[src/rtl/if_fetch_stage.sv]
// Instruction-fetch stage: PC register, next-PC select, IF/ID pipeline register
// and a counter of instructions accepted into IF/ID.
module if_fetch_stage #(
  parameter logic [31:0] RESET_PC = 32'h0000_0000,
  parameter logic [31:0] NOP_INST = 32'h0000_0000
) (
  input  logic        Clk,
  input  logic        Rst,
  input  logic        Stall,
  input  logic        BranchTaken,
  input  logic [31:0] BranchTarget,
  input  logic        Jump,
  input  logic [31:0] JumpTarget,
  output logic [31:0] ImemAddr,
  input  logic [31:0] ImemInst,
  output logic [31:0] PC,
  output logic [31:0] IfIdPc4,
  output logic [31:0] IfIdInst,
  output logic        IfIdValid,
  output logic [31:0] FetchCount
);

  logic [31:0] r_pc;
  logic [31:0] r_ifid_pc4;
  logic [31:0] r_ifid_inst;
  logic        r_ifid_valid;
  logic [31:0] r_fetch_count;

  logic        w_redirect;
  logic [31:0] w_pc4;
  logic [31:0] w_target;

  assign w_redirect = BranchTaken | Jump;
  assign w_pc4      = r_pc + 32'd4;
  // Branch beats jump; redirect targets are forced word-aligned.
  assign w_target   = BranchTaken ? {BranchTarget[31:2], 2'b00} : {JumpTarget[31:2], 2'b00};

  always_ff @(posedge Clk) begin
    if (Rst) begin
      r_pc          <= RESET_PC;
      r_ifid_pc4    <= 32'h0;
      r_ifid_inst   <= NOP_INST;
      r_ifid_valid  <= 1'b0;
      r_fetch_count <= 32'h0;
    end else if (w_redirect) begin
      // Flush: the instruction fetched this cycle is squashed, stall is dropped.
      r_pc         <= w_target;
      r_ifid_pc4   <= 32'h0;
      r_ifid_inst  <= NOP_INST;
      r_ifid_valid <= 1'b0;
    end else if (!Stall) begin
      r_pc          <= w_pc4;
      r_ifid_pc4    <= w_pc4;
      r_ifid_inst   <= ImemInst;
      r_ifid_valid  <= 1'b1;
      r_fetch_count <= r_fetch_count + 32'd1;
    end
  end

  assign ImemAddr   = r_pc;
  assign PC         = r_pc;
  assign IfIdPc4    = r_ifid_pc4;
  assign IfIdInst   = r_ifid_inst;
  assign IfIdValid  = r_ifid_valid;
  assign FetchCount = r_fetch_count;

endmodule

[config.mk]
export PLATFORM = sky130hd
export DESIGN_NAME = if_fetch_stage
export DESIGN_NICKNAME = d
export VERILOG_FILES = /design/src/rtl/if_fetch_stage.sv
export SDC_FILE = /design/constraint.sdc
export NUM_CORES = 1
export LEC_CHECK = 0
export ABC_AREA = 0
export BUFFER_PORTS_ARGS = -buffer_cell sky130_fd_sc_hd__buf_2
export CAP_MARGIN = 40
export CORE_ASPECT_RATIO = 0.7
export CORE_MARGIN = 2
export CORE_UTILIZATION = 45
export DETAILED_ROUTE_END_ITERATION = 10
export PLACE_DENSITY_LB_ADDON = 0.15
export SLEW_MARGIN = 15
export SYNTH_ARGS = -nofsm -noshare
export SYNTH_HDL_FRONTEND = slang
export SYNTH_SLANG_ARGS = --single-unit
[constraint.sdc]
create_clock -name Clk -period 3 [get_ports Clk]
set_clock_uncertainty 0.2 [all_clocks]
set_input_delay 0.6 -clock Clk [delete_from_list [all_inputs] [get_ports Clk]]
set_output_delay 0.6 -clock Clk [all_outputs]
set_load 0.01 [all_outputs]
* Word level (Yosys, flattened, before mapping) *
Cells that the tools add are included.

storage, ports and cells
  register bits after elaboration = 129
  output and inout bits = 161
  logic and storage cells = 16
  bits of input ports = 101

cells by class
  $add $sub $neg = 2
  eq/ne operators = 1
  bitwise gates (word level) = 3
  multiplexer cells = 3
  reduce and logical (&&, ||, !) cells = 2

operators with widths
  kind                   number
  $mux 32                3
  $add 32x1->32 const B  1
  $add 32x3->32 const B  1
  $ne 2x1->1 const B     1
  $not 1->1              2
  $reduce_and 2->1       1
  $reduce_or 2->1        1
  $or 1x1->1             1

* Logic depth before layout (Yosys ltp) *
Gate-level depths: netlist (run 1).

  depth in word-level cells = 3
  gate-level depth with buffers = 8
  depth with buffers taken out = 6

* Worst setup path after synthesis (run 1) *
Ideal clock, no wire load.

  path type = input to register
  start point = input port Stall
  end point = register r_fetch_count[31] (netlist: FetchCount[31])
  required time = 2.679 ns
  stages on the path = 6
  slack = 0.633 ns
  setup time = 0.121 ns
  arrival = 2.046 ns
  cell sequence = buf_2 nor4b_2 nand3_1 nor4_4 nor3b_2 mux2_2

on the way
  cells in the longest elaborated chain, start to end = 2

ends and longest elaborated chain
  item                        RTL line  RTL
  start: declaration          9         input logic Stall,
  $not 1->1 (no line)         --
  $reduce_and 2->1 (no line)  --
  end signal: assignment      56        r_fetch_count <= r_fetch_count + 32'd1;
  end: declaration            27        logic [31:0] r_fetch_count;

Every way passes these cells.
A chain may end at the register's enable or synchronous reset.

* Worst setup path in the final report (run 1) *
  start point = register r_pc[2] (netlist: ImemAddr[2])
  end point = register r_pc[22] (netlist: ImemAddr[22])

on the way
  cells in the longest elaborated chain, start to end = 3

ends and longest elaborated chain
  item                      RTL line  RTL
  start: declaration        23        logic [31:0] r_pc;
  start signal: assignment  47        r_pc <= w_target;
  start signal: assignment  52        r_pc <= w_pc4;
  $add 32x3->32             34        assign w_pc4 = r_pc + 32'd4;
  $mux 32                   51        end else if (!Stall) begin
  $mux 32                   45        end else if (w_redirect) begin

Every way passes these cells. The select of a mux whose other input is x is not followed.

==> flow_summary_export.csv, run 1 <==
group,metric,value,unit
outcome,outcome,"finished, final reports clean",
logic_synthesis,ys.flop_type,"dfxtp_1",
global_route,grt_max_degree,43,
worst_setup_path,setup.worst_path.class,"reg -> reg",
finish,drive_gt1_frac,0.330,
route,routed_via_density,5.26,
placed_design,gp_congestion,0.881,
finish,layout_common_cells,"buf_2, dfxtp_1, nor2_1",
global_route,grt_usage,0.244,
logic_synthesis,synth_top_family_by_area,"simple AND/OR/NAND/NOR gates",
global_route,first_global_vias,5279,
power_and_ir_drop,internal-power,3260,uW
worst_setup_path,end_kind,"flip-flop",
worst_setup_path,worstPathArrival,2.75,ns
route,ant_nets,0,
min_path,hold_path.class,"in -> reg",
logic_synthesis,seq_area_frac_synth,0.408,
route,wirelength,18200,um
route,drc,0,
floorplanning,num_rows,35,
route,wl_per_cell,15.9,um
logic_synthesis,synthAdderAreaFrac,0.00408,
clock_network,cts.reportedPaths.clkPinSlew,0.06,ns
power_and_ir_drop,pwr-share-clk,0.490,
timing,report.final.hold_viol_count,0,
timing,fin_tns_setup,0,ns
logic_synthesis,netlist_instances,731,
worst_setup_path,start_kind,"flip-flop",
logic_synthesis,ys_ff_latch,125,
finish,synthToLayoutAreaGrowth,29.6,%
timing,maxSlewViolCount,0,
logic_synthesis,synth-xor-area-share,0.0743,
route,drt_pass1_iterations,5,
floorplanning,initial_core_util,0.463,
logic_synthesis,postSynthAreaPerCell,8.38,um2
route,via_count,6003,
finish,layout.nets,1045,
floorplanning,ios,262,
logic_synthesis,yosys.area_share.simple,0.220,
logic_synthesis,synth_edf_count,0,
clock_network,cts_tree,"yes",
global_route,grt_pass1_wl,27900,um
timing,worst_pin_slew,0.678,ns
route,drtIter0Drc,307,
clock_network,clkLatencyLatePin,0.41,ns
logic_synthesis,synth.distinct_cells,54,
clock_network,cts_num_sinks,125,
clock_network,root_buffer,"clkbuf_16",
timing,slew-limit-headroom,0.548,
timing,fin_hold_ws,0.201,ns
worst_setup_path,cp_max_fo,13,
clock_network,cts-resized-gates,0,
power_and_ir_drop,fin_total_pwr,4360,uW
clock_network,htree_levels,4,
power_and_ir_drop,peakVddDrop,380,uV
global_route,antenna_found_initial,1,
worst_setup_path,cp.required,3.10,ns
clock_network,post_cts_buffers,0,
logic_synthesis,async_flop_share,0,
clock_network,clock_path_buffers,2,
timing,setup_viol,0,
logic_synthesis,muxShareOfSynthArea,0.0658,
finish,mostFrequentLayoutCell,"buf_2",
floorplanning,fp.dieH,102,um
power_and_ir_drop,p_leak,0.00359,uW
clock_network,numCtsBuffers,17,
power_and_ir_drop,switching_share,0.251,
floorplanning,core-area,0.0132,mm2
logic_synthesis,synth_warnings,0,
clock_network,ctsHoldBuffers,0,
power_and_ir_drop,power_density,548,mW/mm2
floorplanning,die_w,143,um
logic_synthesis,netlist_area,0.00613,mm2
floorplanning,dieArea,0.0146,mm2
placed_design,detailed_place_hpwl,13100,um
power_and_ir_drop,p_comb_frac,0.104,
placed_design,port_buffers,251,
timing,finalCritPeriodShare,0.885,
timing,rsz0062_at_grt,"false",
timing,fin_crit,2.65,ns
run,max_cap_violations,0,
power_and_ir_drop,seqPwrFrac,0.406,
global_route,overflow,0,
timing,fmax,377,MHz
power_and_ir_drop,switching_power,1090,uW
logic_synthesis,synth_compound_area_frac,0.142,
stage by stage:
stage / instance area (um2) / worst slack [ns] / utilization / instances
3_5_place_dp: 7320 / 0.427 / 0.553 / 1108
6_report: 7940 / 0.346 / 0.600 / 1142
2_1_floorplan: 6150 / 0.633 / - / 736
5_1_grt: 7940 / 0.219 / 0.600 / 1141
4_1_cts: 7940 / 0.353 / 0.600 / 1140
3_3_place_gp: 7320 / 0.456 / 0.553 / 1108
cell families (layout without fill, tap and decap cells):
group           after synthesis  after routing
simple gates                271            271
other cells                   1              8
fa+ha+maj                     2              2
flops                       125            125
mux                          40             40
buf+inv                      95            314
xor+xnor                     52             52
compound gates              145            145
critical path: stages, from the launching register on:
cell,delay [ns]
dfxtp_1,0.44
ha_1,0.26
and4_1,0.38
nand2_1,0.36
o31ai_1,0.41
nand3_1,0.17
a32o_1,0.31
synthesized netlist by cell type, types with 17 or more instances:
cell,count,share of area
clkbuf_1,31,0.019
nand2_1,56,0.034
xnor2_1,35,0.050
nand3_1,32,0.026
xor2_1,17,0.024
dfxtp_1,125,0.41
buf_4,36,0.044
o21ai_0,40,0.033
a21oi_1,51,0.042
nor2_1,87,0.053
mux2i_1,38,0.062
nor4_1,18,0.018
nor3_1,19,0.016
state kept, by name, indices dropped and copies added (netlist names):
signal      cells
FetchCount     32
IfIdInst       32
IfIdPc4        30
ImemAddr       30
IfIdValid       1
path summary, 6_finish.rpt:
kind                            depth (start not counted)  slack, ns                      from                   endpoint
worst max-delay path                                    6       0.35  ImemAddr[2]$_SDFFE_PP0N_  ImemAddr[22]$_SDFFE_PP0N_
worst min-delay path                                    3       0.20          BranchTarget[19]  ImemAddr[19]$_SDFFE_PP0N_
worst max register to register                          6       0.35  ImemAddr[2]$_SDFFE_PP0N_  ImemAddr[22]$_SDFFE_PP0N_
worst min register to register                          2       0.27   IfIdPc4[4]$_SDFFE_PP0N_    IfIdPc4[4]$_SDFFE_PP0N_
power groups by stage:
| stage | combinational, uW | sequential, uW | clock [uW] |
|---|---|---|---|
| 6_report | 452 | 1770 | 2130 |
| 5_1_grt | 497 | 1780 | 2250 |
| 4_1_cts | 453 | 1770 | 2170 |
| 3_5_place_dp | 449 | 1800 | 0 |
| 3_3_place_gp | 447 | 1800 | 0 |
| 2_1_floorplan | 275 | 1810 | 0 |
final cells by class:
| cell class | count | area (um2) |
|---|---|---|
| antenna | 2 | 5.00 |
| clock buffer | 20 | 457 |
| clock inverter | 12 | 161 |
| fill | 1245 | 5290 |
| inverter | 9 | 33.8 |
| multi-input combinational | 516 | 3130 |
| sequential | 125 | 2500 |
| tap | 185 | 231 |
| timing repair buffer | 273 | 1420 |
per-layer routing:
layer  share of wire  up-vias  global-route usage
met5               0        -                   0
met4           0.011        0              0.0701
met3           0.065       18              0.0586
met2            0.45      219               0.378
met1            0.48     2788               0.341
li1                -     2978                   -
(Power assumes the default switching activity.)
==> inputs of run 2 (changes only) <==
--- a/config.mk
+++ b/config.mk
@@ -8,12 +8,14 @@
 export ABC_AREA = 0
 export BUFFER_PORTS_ARGS = -buffer_cell sky130_fd_sc_hd__buf_2
 export CAP_MARGIN = 40
+export CELL_PAD_IN_SITES_DETAIL_PLACEMENT = 1
+export CELL_PAD_IN_SITES_GLOBAL_PLACEMENT = 2
 export CORE_ASPECT_RATIO = 0.7
 export CORE_MARGIN = 2
-export CORE_UTILIZATION = 45
+export CORE_UTILIZATION = 26
 export DETAILED_ROUTE_END_ITERATION = 10
 export PLACE_DENSITY_LB_ADDON = 0.15
-export SLEW_MARGIN = 15
+export SLEW_MARGIN = 20
 export SYNTH_ARGS = -nofsm -noshare
 export SYNTH_HDL_FRONTEND = slang
 export SYNTH_SLANG_ARGS = --single-unit
==> run 2 against run 1 <==
Effect of this change:
- maximum frequency up 4.3%
- global-route usage down 6.0 points
- register-to-register slack better by 0.11 ns
- worst setup slack better by 0.11 ns
- clock power down 5%
- wire length up 28%
- sequential share of layout area down 0.71 points
- design area up 2.3%
- critical endpoint is now ImemAddr[26]$_SDFFE_PP0N_
- largest power group unchanged
==> flow_summary_export.csv, run 2 (synthesized netlist as in run 1, its figures left out) <==
group,metric,value,unit
global_route,grt_max_degree,57,
route,dr_wl_met3,1140,um
worst_setup_path,critical-path-top-delay-family,"simple AND/OR/NAND/NOR gates",
clock_network,cts.reportedPaths.clkPinSlew,0.06,ns
finish,drive_gt1_frac,0.335,
worst_setup_path,worstPathArrival,2.65,ns
worst_setup_path,cpPeakStageDelay,0.47,ns
worst_setup_path,start_kind,"flip-flop",
timing,slew-limit-headroom,0.555,
floorplanning,num_rows,46,
floorplanning,initial_core_util,0.267,
min_path,hold_path.class,"in -> reg",
clock_network,root_buffer,"clkbuf_16",
global_route,grt_pass1_wl,35800,um
power_and_ir_drop,peakVddDrop,376,uV
route,drtIter0Drc,172,
worst_setup_path,end_kind,"flip-flop",
finish,fin_cells,1274,
route,met2WireLength,9820,um
timing,fin_crit,2.55,ns
route,via_count,6055,
placed_design,gp_congestion,0.762,
timing,worst_pin_slew,0.668,ns
worst_setup_path,cp_max_fo,8,
floorplanning,ios,262,
worst_setup_path,path_buf_inv,0,
route,ant_nets,0,
global_route,antenna_found_initial,5,
clock_network,cts_num_sinks,125,
placed_design,port_buffers,251,
route,routed_via_density,4.75,
global_route,overflow,0,
timing,fin_tns_setup,0,ns
clock_network,numCtsBuffers,17,
power_and_ir_drop,p_leak,0.00361,uW
clock_network,clock_path_buffers,2,
placed_design,post-place-ws,0.460,ns
timing,fin_ws,0.454,ns
timing,report.final.hold_viol_count,0,
placed_design,detailed_place_hpwl,17100,um
global_route,first_global_vias,6062,
finish,synthToLayoutAreaGrowth,32.6,%
worst_setup_path,setup.worst_path.class,"reg -> reg",
clock_network,cts_tree,"yes",
timing,fmax,393,MHz
timing,rsz0062_at_grt,"false",
placed_design,dp_cells,1243,
floorplanning,die_w,187,um
worst_setup_path,cp.required,3.10,ns
clock_network,cts-resized-gates,0,
global_route,grt_usage,0.184,
timing,maxSlewViolCount,0,
run,max_cap_violations,0,
route,maxUsedRoutingLayer,"met5",
floorplanning,fp.dieH,132,um
timing,finalCritPeriodShare,0.849,
route,wl_per_cell,18.2,um
timing,setup_viol,0,
timing,fin_hold_ws,0.200,ns
finish,layout.nets,1053,
route,drc,0,
finish,layout_common_cells,"buf_2, dfxtp_1, nor2_1",
clock_network,htree_levels,4,
route,drt_pass1_iterations,6,
worst_setup_path,path_cells,"ha_1, and4_1, nand2_1, o31ai_1, nand3_1, a32o_1",
route,wirelength,23200,um
clock_network,clkLatencyLatePin,0.41,ns
finish,mostFrequentLayoutCell,"buf_2",
floorplanning,dieArea,0.0248,mm2
outcome,outcome,"finished, final reports clean",
clock_network,post_cts_buffers,0,
floorplanning,core-area,0.0229,mm2
clock_network,ctsHoldBuffers,0,
power_and_ir_drop,power_density,525,mW/mm2
route,wl_met1,11800,um
worst_setup_path,critPathSlowestCell,"dfxtp_1",
==> run 2: changes by cell type in the layout (fill, tap and decap cells not counted) <==
cell       change
buf_12         +1
buf_4          +7
bufinv_16      -2
clkbuf_8       +4
clkinv_4       -3
inv_1          -1
inv_2          +1
inv_6          -2
or3_1          -1
or3_2          +1
==> run 2: stage by stage <==
stage                     total power, uW   util  instance area [um2]
after global placement               2290  0.330                 7550
final                                4260  0.355                 8120
after global routing                 4450  0.355                 8120
after CTS                            4330  0.354                 8120
after floorplan                      2090      -                 6150
after detailed placement             2290  0.330                 7550
==> run 2: layer usage <==
layer	vias up	track usage
li1	2978	-
met1	2876	0.265
met2	168	0.276
met3	27	0.0403
met4	6	0.0529
met5	-	0
==> run 2: power by group <==
part           leakage [uW]  internal, uW  switching (uW)  total, uW
Clock              0.000272          1260             758       2020
Sequential          0.00102          1710            59.7       1770
Combinational       0.00232           207             275        482
Total               0.00361          3170            1090       4260
==> run 2: final timing paths <==
kind	from	end	slack [ns]	depth (start not counted)
setup / recovery	ImemAddr[2]$_SDFFE_PP0N_	ImemAddr[26]$_SDFFE_PP0N_	0.45	6
hold / removal	BranchTarget[19]	ImemAddr[19]$_SDFFE_PP0N_	0.20	3
setup reg to reg	ImemAddr[2]$_SDFFE_PP0N_	ImemAddr[26]$_SDFFE_PP0N_	0.45	6
hold reg to reg	IfIdValid$_SDFFE_PP0N_	IfIdValid$_SDFFE_PP0N_	0.26	1
==> run 2: cell type report <==
cell class / count / area, um2
fillers: 2794 / 14800
multi-input cells: 516 / 3130
flip-flops and latches: 125 / 2500
repair buffers: 281 / 1500
clock buffers: 24 / 512
well taps: 312 / 390
clock inverters: 5 / 57.6
inverters: 9 / 33.8
diodes: 2 / 5.00
==> run 2: worst reg2reg max path, cell delays in order (launching register included) <==
cell and delay [ns]:
dfxtp_1 0.47, ha_1 0.29, and4_1 0.41, nand2_1 0.29, o31ai_1 0.39, nand3_1 0.12
a32o_1 0.27
==> inputs of run 3 (changes only) <==
--- a/config.mk
+++ b/config.mk
@@ -12,7 +12,7 @@
 export CELL_PAD_IN_SITES_GLOBAL_PLACEMENT = 2
 export CORE_ASPECT_RATIO = 0.7
 export CORE_MARGIN = 2
-export CORE_UTILIZATION = 26
+export CORE_UTILIZATION = 24
 export DETAILED_ROUTE_END_ITERATION = 10
 export PLACE_DENSITY_LB_ADDON = 0.15
 export SLEW_MARGIN = 20
==> constraint.sdc (replaced) <==
create_clock -name Clk -period 2.04 [get_ports Clk]
set_clock_uncertainty 0.2 [all_clocks]
set_input_delay 0.408 -clock Clk [delete_from_list [all_inputs] [get_ports Clk]]
set_output_delay 0.408 -clock Clk [all_outputs]
set_load 0.01 [all_outputs]
==> run 3 against run 2 <==
Effect of this change:
- sequential cell count stayed put
- first-iteration DRC count is 14% higher
- design area is 11% higher
- sequential share of layout area is 2.7 points lower
- via count is 4.1% higher
- power is 49% higher
- global-route usage is 0.33 points lower
- register-to-register slack worse by 0.42 ns
- wire length is 5.3% higher
- hold slack worse by 0.18 ns
- sequential power is 45% higher
- critical path type unchanged
- critical endpoint is now FetchCount[31]$_SDFFE_PP0P_
- largest cell class unchanged
- highest routed layer is now met4
==> flow_summary_export.csv, run 3 (synthesized netlist as in run 1, its figures left out) <==
group,metric,value,unit
outcome,outcome,"finished, final reports clean",
route,wl_per_cell,17.8,um
min_path,worstHoldStart,"ImemInst[16]",
clock_network,cts_tree,"yes",
floorplanning,fp.dieH,138,um
placed_design,port_buffers,251,
power_and_ir_drop,p_leak,0.00410,uW
clock_network,clock_path_buffers,2,
worst_setup_path,r2r_end,"FetchCount[31]$_SDFFE_PP0P_",
worst_setup_path,path_buf_inv,0,
worst_setup_path,setup.worst_path.class,"reg -> reg",
finish,antenna_cells,0,
power_and_ir_drop,peakVddDrop,464,uV
power_and_ir_drop,p_comb_frac,0.134,
finish,fin_cells,1374,
route,via_count,6304,
worst_setup_path,critical-path-top-delay-family,"simple AND/OR/NAND/NOR gates",
clock_network,numCtsBuffers,17,
worst_setup_path,reg2reg_slack,0.04,ns
power_and_ir_drop,pwr-share-clk,0.462,
finish,layout.nets,1140,
worst_setup_path,cpPeakStageDelay,0.35,ns
finish,layout_common_cells,"buf_2, dfxtp_1, buf_4",
run,max_cap_violations,0,
global_route,grt_max_degree,52,
route,drc,0,
route,drt_pass1_iterations,4,
min_path,hold_path_end,"IfIdInst[16]$_SDFFE_PP0N_",
timing,fin_crit,2.00,ns
global_route,grt_pass1_wl,37300,um
timing,fmax,499,MHz
floorplanning,die_w,195,um
global_route,grt_usage,0.181,
floorplanning,dieArea,0.0268,mm2
worst_setup_path,reg2reg_from,"FetchCount[2]$_SDFFE_PP0P_",
min_path,hold_depth,3,
finish,synthToLayoutAreaGrowth,47.0,%
power_and_ir_drop,fin_total_pwr,6340,uW
worst_setup_path,start_kind,"flip-flop",
finish,mostFrequentLayoutCell,"buf_2",
placed_design,post-place-ws,-0.128,ns
route,ant_nets,0,
power_and_ir_drop,power_density,704,mW/mm2
worst_setup_path,r2r_cells,5,
clock_network,root_buffer,"clkbuf_16",
worst_setup_path,critPathSlowestCell,"mux2_2",
clock_network,cts_num_sinks,125,
power_and_ir_drop,seqPwrFrac,0.404,
global_route,first_global_vias,6342,
timing,finalCritPeriodShare,0.982,
timing,setup_viol,0,
global_route,antenna_found_initial,0,
worst_setup_path,end_kind,"flip-flop",
min_path,hold_path.class,"in -> reg",
route,drtIter0Drc,196,
clock_network,cts.reportedPaths.clkPinSlew,0.06,ns
worst_setup_path,cp_max_fo,2,
finish,drive_gt1_frac,0.405,
worst_setup_path,cp.required,2.16,ns
power_and_ir_drop,internal-power,4680,uW
route,routed_via_density,4.59,
clock_network,clkLatencyLatePin,0.43,ns
power_and_ir_drop,switching_share,0.262,
floorplanning,num_rows,48,
finish,multi_input_comb_area,0.00323,mm2
power_and_ir_drop,switching_power,1660,uW
finish,seqCellArea,0.00253,mm2
placed_design,gp_congestion,0.752,
timing,fin_ws,0.0369,ns
placed_design,dp_cells,1329,
floorplanning,core-area,0.0249,mm2
finish,post-route-util,0.362,
timing,fin_tns_setup,0,ns
global_route,overflow,0,
floorplanning,ios,262,
worst_setup_path,worstPathArrival,2.12,ns
worst_setup_path,path_cells,"nor4b_4, nand3_2, nor4_4, nor3b_2, mux2_2",
floorplanning,initial_core_util,0.246,
timing,maxSlewViolCount,0,
finish,nFillCells,3023,
clock_network,htree_levels,4,
timing,rsz0062_at_grt,"true",
placed_design,detailed_place_hpwl,18200,um
timing,report.final.hold_viol_count,0,
route,wirelength,24400,um
run 3: power groups by stage:
stage / sequential [uW] / clock, uW / combinational (uW)
floorplan: 2660 / 0 / 406
global placement: 2610 / 0 / 830
detailed placement: 2610 / 0 / 833
CTS: 2560 / 3020 / 860
global route: 2570 / 3120 / 940
finish: 2560 / 2930 / 852
run 3: cell type report:
class | count | share of cell area
clock buffers | 24 | 0.0546
well taps | 325 | 0.0452
inverters | 9 | 0.00375
multi-input cells | 516 | 0.359
repair buffers | 368 | 0.250
flip-flops and latches | 125 | 0.281
clock inverters | 7 | 0.00695
run 3: worst max path at each step:
| stage | start | end | slack [ns] | cells after the start |
|---|---|---|---|---|
| 2_1_floorplan | FetchCount[15]$_SDFFE_PP0P_ | FetchCount[31]$_SDFFE_PP0P_ | -0.04 | 6 |
| 3_3_place_gp | Stall | FetchCount[31]$_SDFFE_PP0P_ | -0.1 | 6 |
| 3_5_place_dp | ImemAddr[3]$_SDFFE_PP0N_ | ImemAddr[20]$_SDFFE_PP0N_ | -0.13 | 7 |
| 4_1_cts | ImemAddr[3]$_SDFFE_PP0N_ | ImemAddr[16]$_SDFFE_PP0N_ | 0.003 | 8 |
| 5_1_grt | FetchCount[2]$_SDFFE_PP0P_ | FetchCount[31]$_SDFFE_PP0P_ | -0.07 | 5 |
| 6_report | FetchCount[2]$_SDFFE_PP0P_ | FetchCount[31]$_SDFFE_PP0P_ | 0.04 | 5 |
run 3: per-stage QoR:
stage / instance area [um2] / hold slack [ns]
5_1_grt: 9000 / 0.0150
6_report: 9000 / 0.0223
2_1_floorplan: 6200 / 0.286
3_3_place_gp: 8230 / 0.233
4_1_cts: 8940 / 0.000630
3_5_place_dp: 8230 / 0.253
run 3: what timing repair did:
item / 4_1_cts / 5_1_grt
buffers inserted: 0 / 0
pin swaps: 2 / 2
setup endpoints to repair: 12 / 24
hold buffers: 14 / 0
hold endpoints to repair: 14 / 0
resized for setup: 6 / 17
run 3: per-layer routing:
metal / track usage / vias to the layer above / part of all wire
met4: 0.0496 / 0 / 0.0095
met3: 0.0367 / 14 / 0.037
met2: 0.274 / 133 / 0.43
li1: - / 3157 / -
met5: 0 / - / 0
met1: 0.261 / 3000 / 0.52
run 3: worst reg2reg max path, delay by kind of cell (launching register included):
kind,cells,cell delay (ns)
multiplexers,1,0.35
flip-flops,1,0.33
AND/OR/NAND/NOR,4,1.02
